===== config.mk =====
export PLATFORM = sky130hd
export DESIGN_NAME = pipe_stage_hs
export DESIGN_NICKNAME = d
export VERILOG_FILES = /design/src/rtl/pipe_stage_hs_pkg.sv /design/src/rtl/pipe_skid_slot.sv /design/src/rtl/pipe_stage_hs.sv
export SDC_FILE = /design/constraint.sdc
export NUM_CORES = 1
export LEC_CHECK = 0
export CORE_ASPECT_RATIO = 1.75
export CORE_MARGIN = 3
export CORE_UTILIZATION = 28
export CTS_CLUSTER_SIZE = 20
export DETAILED_ROUTE_END_ITERATION = 8
export PLACE_DENSITY_LB_ADDON = 0.05
export SYNTH_ARGS = -nofsm -noshare
export SYNTH_HDL_FRONTEND = slang
export SYNTH_SLANG_ARGS = --single-unit

===== constraint.sdc =====
create_clock -name clk -period 3.71 [get_ports clk]
set_clock_uncertainty 0.1 [all_clocks]
set_input_delay 0.742 -clock clk [delete_from_list [all_inputs] [get_ports clk]]
set_output_delay 0.742 -clock clk [all_outputs]
set_load 0.02 [all_outputs]

===== src/rtl/pipe_stage_hs_pkg.sv =====
// Shared pipeline definitions: default payload widths, the NOP bubble value
// and the stage occupancy encoding used by the handshaked stage registers.
package pipe_stage_hs_pkg;

  localparam int PIPE_INSTR_W = 32;
  localparam int PIPE_PC_W    = 32;

  // Instruction word driven downstream whenever the stage holds nothing.
  localparam logic [31:0] PIPE_NOP = 32'h0000_0000;

  // Occupancy of a stage: nothing held, main register full, main and skid full.
  typedef enum logic [1:0] {
    ST_EMPTY = 2'd0,
    ST_ONE   = 2'd1,
    ST_TWO   = 2'd2
  } stage_state_e;

  // A stage can take a new word unless both of its registers are occupied.
  function automatic logic stage_accepts(input stage_state_e st);
    return (st != ST_TWO);
  endfunction

endpackage


===== src/rtl/pipe_skid_slot.sv =====
// One valid+payload register of a pipeline stage. Load wins over clear.
// The instruction payload is never reset because consumers gate it with
// valid; the PC payload is loaded from a side input during reset so the
// downstream PC+4 is always defined.
module pipe_skid_slot
  import pipe_stage_hs_pkg::*;
#(
  parameter int INSTR_W = PIPE_INSTR_W,
  parameter int PC_W    = PIPE_PC_W
) (
  input  logic               clk,
  input  logic               rst,
  input  logic               load_i,
  input  logic               clear_i,
  input  logic [INSTR_W-1:0] instr_i,
  input  logic [PC_W-1:0]    pcplus_i,
  input  logic [PC_W-1:0]    rst_pcplus_i,
  output logic               valid_o,
  output logic [INSTR_W-1:0] instr_o,
  output logic [PC_W-1:0]    pcplus_o
);

  logic               valid_q, valid_d;
  logic [INSTR_W-1:0] instr_q, instr_d;
  logic [PC_W-1:0]    pcplus_q, pcplus_d;

  // Next-state selection: load a new word, drop the held one, or keep it.
  always_comb begin
    valid_d  = valid_q;
    instr_d  = instr_q;
    pcplus_d = pcplus_q;
    if (load_i) begin
      valid_d  = 1'b1;
      instr_d  = instr_i;
      pcplus_d = pcplus_i;
    end else if (clear_i) begin
      valid_d  = 1'b0;
    end
  end

  // Valid flag and PC payload, with reset.
  always_ff @(posedge clk) begin
    if (!rst) begin
      valid_q  <= 1'b0;
      pcplus_q <= rst_pcplus_i;
    end else begin
      valid_q  <= valid_d;
      pcplus_q <= pcplus_d;
    end
  end

  // Instruction payload, reset-free.
  always_ff @(posedge clk) begin
    instr_q <= instr_d;
  end

  assign valid_o  = valid_q;
  assign instr_o  = instr_q;
  assign pcplus_o = pcplus_q;

endmodule


===== src/rtl/pipe_stage_hs.sv =====
// Handshaked pipeline-stage register carrying an instruction and its PC+4.
//
// Handshake: a word moves across an interface on a rising edge where both
// valid and ready are 1; valid never depends combinationally on ready, and a
// producer may present a word regardless of ready.
//
// SKID != 0: main + skid register, in_ready is registered (state != TWO) so
// backpressure does not ripple combinationally upstream. The skid word is
// always promoted to main before any newer word, preserving order.
// SKID == 0: main register only, in_ready = out_ready | ~out_valid.
//
// flush empties the stage (the word offered in that cycle is consumed and
// dropped); an outgoing transfer in the same cycle still completes.
// stall_cnt counts edges with out_valid=1 and out_ready=0, saturating.
module pipe_stage_hs
  import pipe_stage_hs_pkg::*;
#(
  parameter int                 INSTR_W = PIPE_INSTR_W,
  parameter int                 PC_W    = PIPE_PC_W,
  parameter int                 SKID    = 1,
  parameter logic [INSTR_W-1:0] NOP     = INSTR_W'(PIPE_NOP),
  parameter int                 CNT_W   = 16
) (
  input  logic               clk,
  input  logic               rst,
  input  logic               flush,
  input  logic               in_valid,
  output logic               in_ready,
  input  logic [INSTR_W-1:0] in_instr,
  input  logic [PC_W-1:0]    in_pcplus,
  output logic               out_valid,
  input  logic               out_ready,
  output logic [INSTR_W-1:0] out_instr,
  output logic [PC_W-1:0]    out_pcplus,
  output logic [CNT_W-1:0]   stall_cnt,
  output logic [1:0]         dbg_state
);

  logic               in_fire;
  logic               out_fire;
  logic               main_load;
  logic               main_clear;
  logic               main_valid;
  logic [INSTR_W-1:0] main_instr;
  logic [PC_W-1:0]    main_pc;
  logic [INSTR_W-1:0] main_instr_d;
  logic [PC_W-1:0]    main_pc_d;
  logic [CNT_W-1:0]   stall_q, stall_d;

  assign in_fire  = in_valid & in_ready;
  assign out_fire = main_valid & out_ready;

  pipe_skid_slot #(
    .INSTR_W (INSTR_W),
    .PC_W    (PC_W)
  ) u_main (
    .clk          (clk),
    .rst          (rst),
    .load_i       (main_load),
    .clear_i      (main_clear),
    .instr_i      (main_instr_d),
    .pcplus_i     (main_pc_d),
    .rst_pcplus_i (in_pcplus),
    .valid_o      (main_valid),
    .instr_o      (main_instr),
    .pcplus_o     (main_pc)
  );

  if (SKID != 0) begin : g_skid
    stage_state_e       state_q, state_d;
    logic               in_ready_q, in_ready_d;
    logic               skid_load, skid_clear, skid_valid, main_from_skid;
    logic [INSTR_W-1:0] skid_instr;
    logic [PC_W-1:0]    skid_pc;

    pipe_skid_slot #(
      .INSTR_W (INSTR_W),
      .PC_W    (PC_W)
    ) u_skid (
      .clk          (clk),
      .rst          (rst),
      .load_i       (skid_load),
      .clear_i      (skid_clear),
      .instr_i      (in_instr),
      .pcplus_i     (in_pcplus),
      .rst_pcplus_i (in_pcplus),
      .valid_o      (skid_valid),
      .instr_o      (skid_instr),
      .pcplus_o     (skid_pc)
    );

    // Occupancy FSM: decides next state and which register loads or clears.
    always_comb begin
      state_d        = state_q;
      main_load      = 1'b0;
      main_clear     = 1'b0;
      main_from_skid = 1'b0;
      skid_load      = 1'b0;
      skid_clear     = 1'b0;
      if (flush) begin
        state_d    = ST_EMPTY;
        main_clear = 1'b1;
        skid_clear = 1'b1;
      end else begin
        case (state_q)
          ST_EMPTY: begin
            if (in_fire) begin
              state_d   = ST_ONE;
              main_load = 1'b1;
            end
          end
          ST_ONE: begin
            if (in_fire && out_fire) begin
              main_load = 1'b1;
            end else if (in_fire) begin
              state_d   = ST_TWO;
              skid_load = 1'b1;
            end else if (out_fire) begin
              state_d    = ST_EMPTY;
              main_clear = 1'b1;
            end
          end
          ST_TWO: begin
            if (out_fire) begin
              state_d        = ST_ONE;
              main_load      = 1'b1;
              main_from_skid = 1'b1;
              skid_clear     = 1'b1;
            end
          end
          default: begin
            state_d    = ST_EMPTY;
            main_clear = 1'b1;
            skid_clear = 1'b1;
          end
        endcase
      end
      in_ready_d = stage_accepts(state_d);
    end

    // State and registered ready.
    always_ff @(posedge clk) begin
      if (!rst) begin
        state_q    <= ST_EMPTY;
        in_ready_q <= 1'b1;
      end else begin
        state_q    <= state_d;
        in_ready_q <= in_ready_d;
      end
    end

    assign in_ready     = in_ready_q;
    assign main_instr_d = (main_from_skid && skid_valid) ? skid_instr : in_instr;
    assign main_pc_d    = (main_from_skid && skid_valid) ? skid_pc : in_pcplus;
    assign dbg_state    = state_q;
  end else begin : g_noskid
    // Single register: load on transfer in, empty on transfer out alone.
    always_comb begin
      main_load  = 1'b0;
      main_clear = 1'b0;
      if (flush) begin
        main_clear = 1'b1;
      end else if (in_fire) begin
        main_load  = 1'b1;
      end else if (out_fire) begin
        main_clear = 1'b1;
      end
    end

    assign in_ready     = out_ready | ~main_valid;
    assign main_instr_d = in_instr;
    assign main_pc_d    = in_pcplus;
    assign dbg_state    = main_valid ? 2'(ST_ONE) : 2'(ST_EMPTY);
  end

  // Stall counter next value: step while a held word is refused, stop at all-ones.
  always_comb begin
    stall_d = stall_q;
    if (main_valid && !out_ready && (stall_q != {CNT_W{1'b1}})) begin
      stall_d = stall_q + CNT_W'(1);
    end
  end

  // Stall counter register.
  always_ff @(posedge clk) begin
    if (!rst) begin
      stall_q <= '0;
    end else begin
      stall_q <= stall_d;
    end
  end

  assign out_valid  = main_valid;
  assign out_instr  = main_valid ? main_instr : NOP;
  assign out_pcplus = main_pc;
  assign stall_cnt  = stall_q;

endmodule


Word level (Yosys, flattened, before mapping) --
Index checks and enable logic that the tools add are counted.
Storage, ports and cells: register bits 149, input port bits 69, output and inout bits 84, word-level logic and storage cells 62
Operators by class: add/sub/neg operators 1, equal/unequal tests 6, mux-type cells 34, bitwise gates (word level) 2, reductions and logical operators 10
Operator list (count):
- $mux 32 | 7
- $mux 1 | 17
- $add 16x1->16 const B | 1
- $ne 16x16->1 const B | 1
- $mux 2 | 6
- $pmux 2 s3 | 1
- $logic_and 1x1->1 | 4
- $ne 2x1->1 const B | 2
- $pmux 1 s2 | 2
- $reduce_bool 2->1 | 2
- $reduce_or 2->1 | 2
- $pmux 1 s3 | 1
- $and 1x1->1 | 2
- $eq 2x1->1 const B | 1
- $eq 2x2->1 const B | 1
- $logic_not 2->1 | 1
- $ne 2x2->1 const B | 1
- $logic_not 1->1 | 1

Longest topological paths before layout --
depth in word-level cells 8, gate-level depth with buffers 6, mapped depth without buffers 5

Hierarchy --
A second synthesis with hierarchy kept.
Unflattened totals: cell total of the unflattened synthesis 450, area, all modules 7403.4 um^2
By module, submodules not included:
- pipe_skid_slot | times used 2, cells an instance 104, area an instance 2498.6 um^2, seq. area each 1941.9 um^2
- pipe_stage_hs | times used 1, cells an instance 242, area an instance 2406.1 um^2, seq. area each 380.4 um^2

Worst setup path after synthesis --
Ideal clock, no wire load.
path type register -> register, start point reg u_main.valid_q, in the netlist u_main.valid_o, end point reg u_main.pcplus_q[0], in the netlist u_main.pcplus_o[0] (enable), library setup time 0.466 ns, arrival 3.391 ns, required time 3.144 ns, path slack -0.246 ns, cell stages (with the launch flop) 6, buffers on the path 1, period minus slack after synthesis 3.956 ns, path through dfxtp_1 > clkbuf_1 > nand2_1 > nand2_1 > a21boi_0 > o21ai_0
Between the ends: longest elaborated chain between the ends 6, elaborated cells on any way between the ends 7, classes of those cells eq/ne: 1; mux: 4; bitwise: 1; reduce/logical: 1
Ends and longest elaborated chain:
- start, declared | RTL line pipe_skid_slot.sv:23 | logic valid_q, valid_d;
- start signal, assigned | RTL line pipe_skid_slot.sv:47 | valid_q <= valid_d;
- $and 1x1->1 (*) | RTL line pipe_stage_hs.sv:51 | assign out_fire = main_valid & out_ready;
- $logic_and 1x1->1 | RTL line pipe_stage_hs.sv:113 | if (in_fire && out_fire) begin
- $mux 1 | RTL line pipe_stage_hs.sv:113
- $pmux 1 s3 (*) | RTL line pipe_stage_hs.sv:105 | case (state_q)
- $mux 1 (*) | RTL line pipe_stage_hs.sv:100 | if (flush) begin
- $ne 2x1->1 (no line) (*)
- end signal, assigned | RTL line pipe_skid_slot.sv:45 | pcplus_q <= rst_pcplus_i;
- end signal, assigned | RTL line pipe_skid_slot.sv:48 | pcplus_q <= pcplus_d;
- end, declared | RTL line pipe_skid_slot.sv:25 | logic [PC_W-1:0] pcplus_q, pcplus_d;
Every way passes the cells marked *; elsewhere a longest branch is shown, timed or not. A chain may end at the register's enable or synchronous reset.

Worst setup path after layout --
start point reg u_main.valid_q, in the netlist u_main.valid_o, end point out out_instr[2]
Between the ends: longest elaborated chain between the ends 1
Ends and longest elaborated chain:
- $mux 32 | RTL line pipe_stage_hs.sv:194 | assign out_instr = main_valid ? main_instr : NOP;
- end, declared | RTL line pipe_stage_hs.sv:33 | output logic [INSTR_W-1:0] out_instr,
Every way passes these cells.

==> metrics.cfg <==
[outcome]
outcome = complete, no violations

[synthesis]
synthAdderAreaFrac_pct = 0.211
synth-simple-area-share_pct = 9.88
ys_ff_latch = 149
yosysTopAreaCell = edfxtp_1
yosysMostFrequentCell = edfxtp_1
ys_types = 39
yosys-top-cells-count = edfxtp_1 (128), mux2_2 (34), and2_1 (33), mux2_1 (30), dfxtp_1 (21)
synth_area_leaders = edfxtp_1 (65%), dfxtp_1 (7.1%), mux2_2 (6.4%)
synthMuxAreaShare_pct = 12.5
synth_top_area_share_pct = 64.7
async_flop_share_pct = 0
synth_ff_type = edfxtp_1
synth_top_family_by_area = multiplexers
seq_area_frac_synth_pct = 71.8
synth_compound_area_share_pct = 4.19
avgSynthCellArea_um2 = 16.1
syn_nets = 438
synth.cell_area_um2 = 5940
yosys_warnings = 0
netlist_instances = 368
synth_xor_area_share_pct = 0.147
synth-edff-count = 128

[finish]
drive_above_1_share_pct = 16.1
syn_to_final_growth_pct = 42.6
layout.nets = 605
nFillCells = 1932
n_antenna_cell = 0
fin_cells = 796

[critical_path]
slowest_stage = clkdlybuf4s50_1
r2r_cells = 5
reg2reg_from = u_main.valid_o
cp.arrival_ns = 2.09
crit_fanout = 15
crit_chain = buf_4 > and2_1 > clkdlybuf4s50_1
cp-end-kind = primary output
cp-start-kind = register
critPathKind = register to primary output
crit_family = buffers and inverters
required_ns = 2.87
cpPeakStageDelay_ns = 0.64
path_buf_inv = 2
rrSetupSlack_ns = 1.30
r2r-end = u_main.instr_o[8]

[clocking]
cts_tree = yes
cts_buffer_depth = 2
numCtsBuffers = 17
cts_hold_buffers = 0
clock-sinks = 149
cts_htree_levels = 4
postCtsSetupRepairBufs = 0
clock-root-buffer = clkbuf_16
clk_latency_ns = 0.42
cts.clk_slew.worst_paths_ns = 0.06
post_cts_resized = 0

[job]
cap_viol_max_count = 0

[floorplan]
die_x_um = 116
io_pins = 153
die_y_um = 199
core-area_um2 = 20500
row_count = 69
die_area_um2 = 23100
start_util_pct = 28.9

[placement]
gp_congestion = 0.718
post-place-cells = 764
post-dp-hpwl_um = 9180
place.port_buffers = 152

[global_route]
track_usage_pct = 12.5
antenna_found_initial = 0
overflow = 0
grt_max_degree = 33
grt_pass1_wl_um = 21600
grt_pass1_vias = 3889

[drt]
drtAntennaViolNets = 0
remaining_drc_errors = 0
viasPerCell = 4.64
dr.pass1.iters = 6
wl_per_cell_um = 17.1
first_iter_violations = 186
wl_um = 13600
via_count = 3693

[sta]
maxSlewViolCount = 0
worstMarginPinSlew_ns = 0.898
rsz0062_at_grt = no
finalCriticalPeriod_ns = 2.93
max_freq_ghz = 0.341
hold_violations = 0
finalSetupTns_ns = 0
relSlewSlack_pct = 39.7
setup_viol = 0
period_share_pct = 78.9

[min_path]
hold_path_end = g_skid.u_skid.valid_o
hold_start = g_skid.u_skid.valid_o
whs_path_depth = 2
hold_path.class = register to register

[power_and_ir_drop]
power_leakage_nw = 2.87
p_per_area_nw_per_um2 = 487
peakVddDrop_mv = 0.300

-- cell families (layout without fill, tap and decap cells) --
family,count (synthesis),in the layout
muxes,66,66
and+or+nand+nor,96,96
DFF,149,149
adders and majority gates,1,1
AOI/OAI and AO/OA,36,36
buffers and inverters,19,199
xor gates and xnor gates,1,1
-- flip-flops by register name (all words and copies together), names as in the netlist --
signal,count
g_skid.u_skid.instr_o,32
g_skid.u_skid.pcplus_o,32
u_main.instr_o,32
u_main.pcplus_o,32
stall_cnt,16
dbg_state,2
g_skid.u_skid.valid_o,1
in_ready,1
u_main.valid_o,1
-- worst max-delay path by stage --
stage | start | endpoint | slack (ns) | cells past startpoint
3_5_place_dp | out_ready | u_main.pcplus_o[22] | 0.71 | 6
6_report | u_main.valid_o | out_instr[2] | 0.78 | 3
4_1_cts | u_main.valid_o | out_instr[3] | 0.67 | 3
3_3_place_gp | flush | u_main.instr_o[5] | 0.73 | 4
5_1_grt | u_main.valid_o | out_instr[24] | 0.57 | 3
2_1_floorplan | u_main.valid_o | u_main.pcplus_o[0] | 0.62 | 5
-- through the flow --
stage	hold slack, ns	util [%]	area [um2]	setup slack (ns)	power (mW)
final	0.389	41.2	8470	0.781	4.12
after global routing	0.410	41.2	8470	0.569	4.28
after CTS	0.392	41.2	8470	0.669	4.19
after detailed placement	0.384	38.1	7820	0.712	2.27
after global placement	0.378	38.1	7820	0.725	2.27
after floorplan	0.357	-	5940	0.615	2.07
-- report_power, final --
part	internal, mW	switching, mW	total, mW
Clock	1.20	0.701	1.90
Combinational	0.161	0.144	0.306
Sequential	1.90	0.0202	1.92
-- worst register-to-register path: cells and delay by family, from the launching register on --
kind | cells | cell delay, ns
mux | 1 | 0.41
flops | 1 | 0.59
buf+inv | 2 | 0.72
simple gates | 2 | 0.33
-- area by class of cell --
cell class / count / area, um2 / area share, %
multi-input cells: 200 / 1640 / 19.3
flip-flops and latches: 149 / 4260 / 50.3
repair buffers: 161 / 1590 / 18.8
clock inverters: 15 / 226 / 2.67
well taps: 248 / 310 / 3.66
inverters: 6 / 22.5 / 0.266
clock buffers: 17 / 425 / 5.02
-- cells in the final DEF (no fill, tap or decap), drive strengths merged, types with 7 or more instances in the layout --
cell type      netlist  layout
clkdlybuf4s50        0     152
mux2                64      64
a21oi               11      11
dfxtp               21      21
and2                33      33
edfxtp             128     128
nor2                 8       8
clkbuf               6      17
buf                  7       9
nand3               11      11
inv                  6       9
o21ai               10      10
nand2               13      13
nand4                7       7
-- routing by layer --
layer | wire length [um] | share of wire, % | global-route usage, % | up-vias
met2 | 6790 | 50 | 20.5 | 122
met5 | 0 | 0 | 0 | -
met3 | 916 | 6.7 | 4.63 | 16
met1 | 5690 | 42 | 14.7 | 1806
li1 | - | - | - | 1749
met4 | 228 | 1.7 | 4.90 | 0
Note: power is estimated with default switching activity, not from simulation.
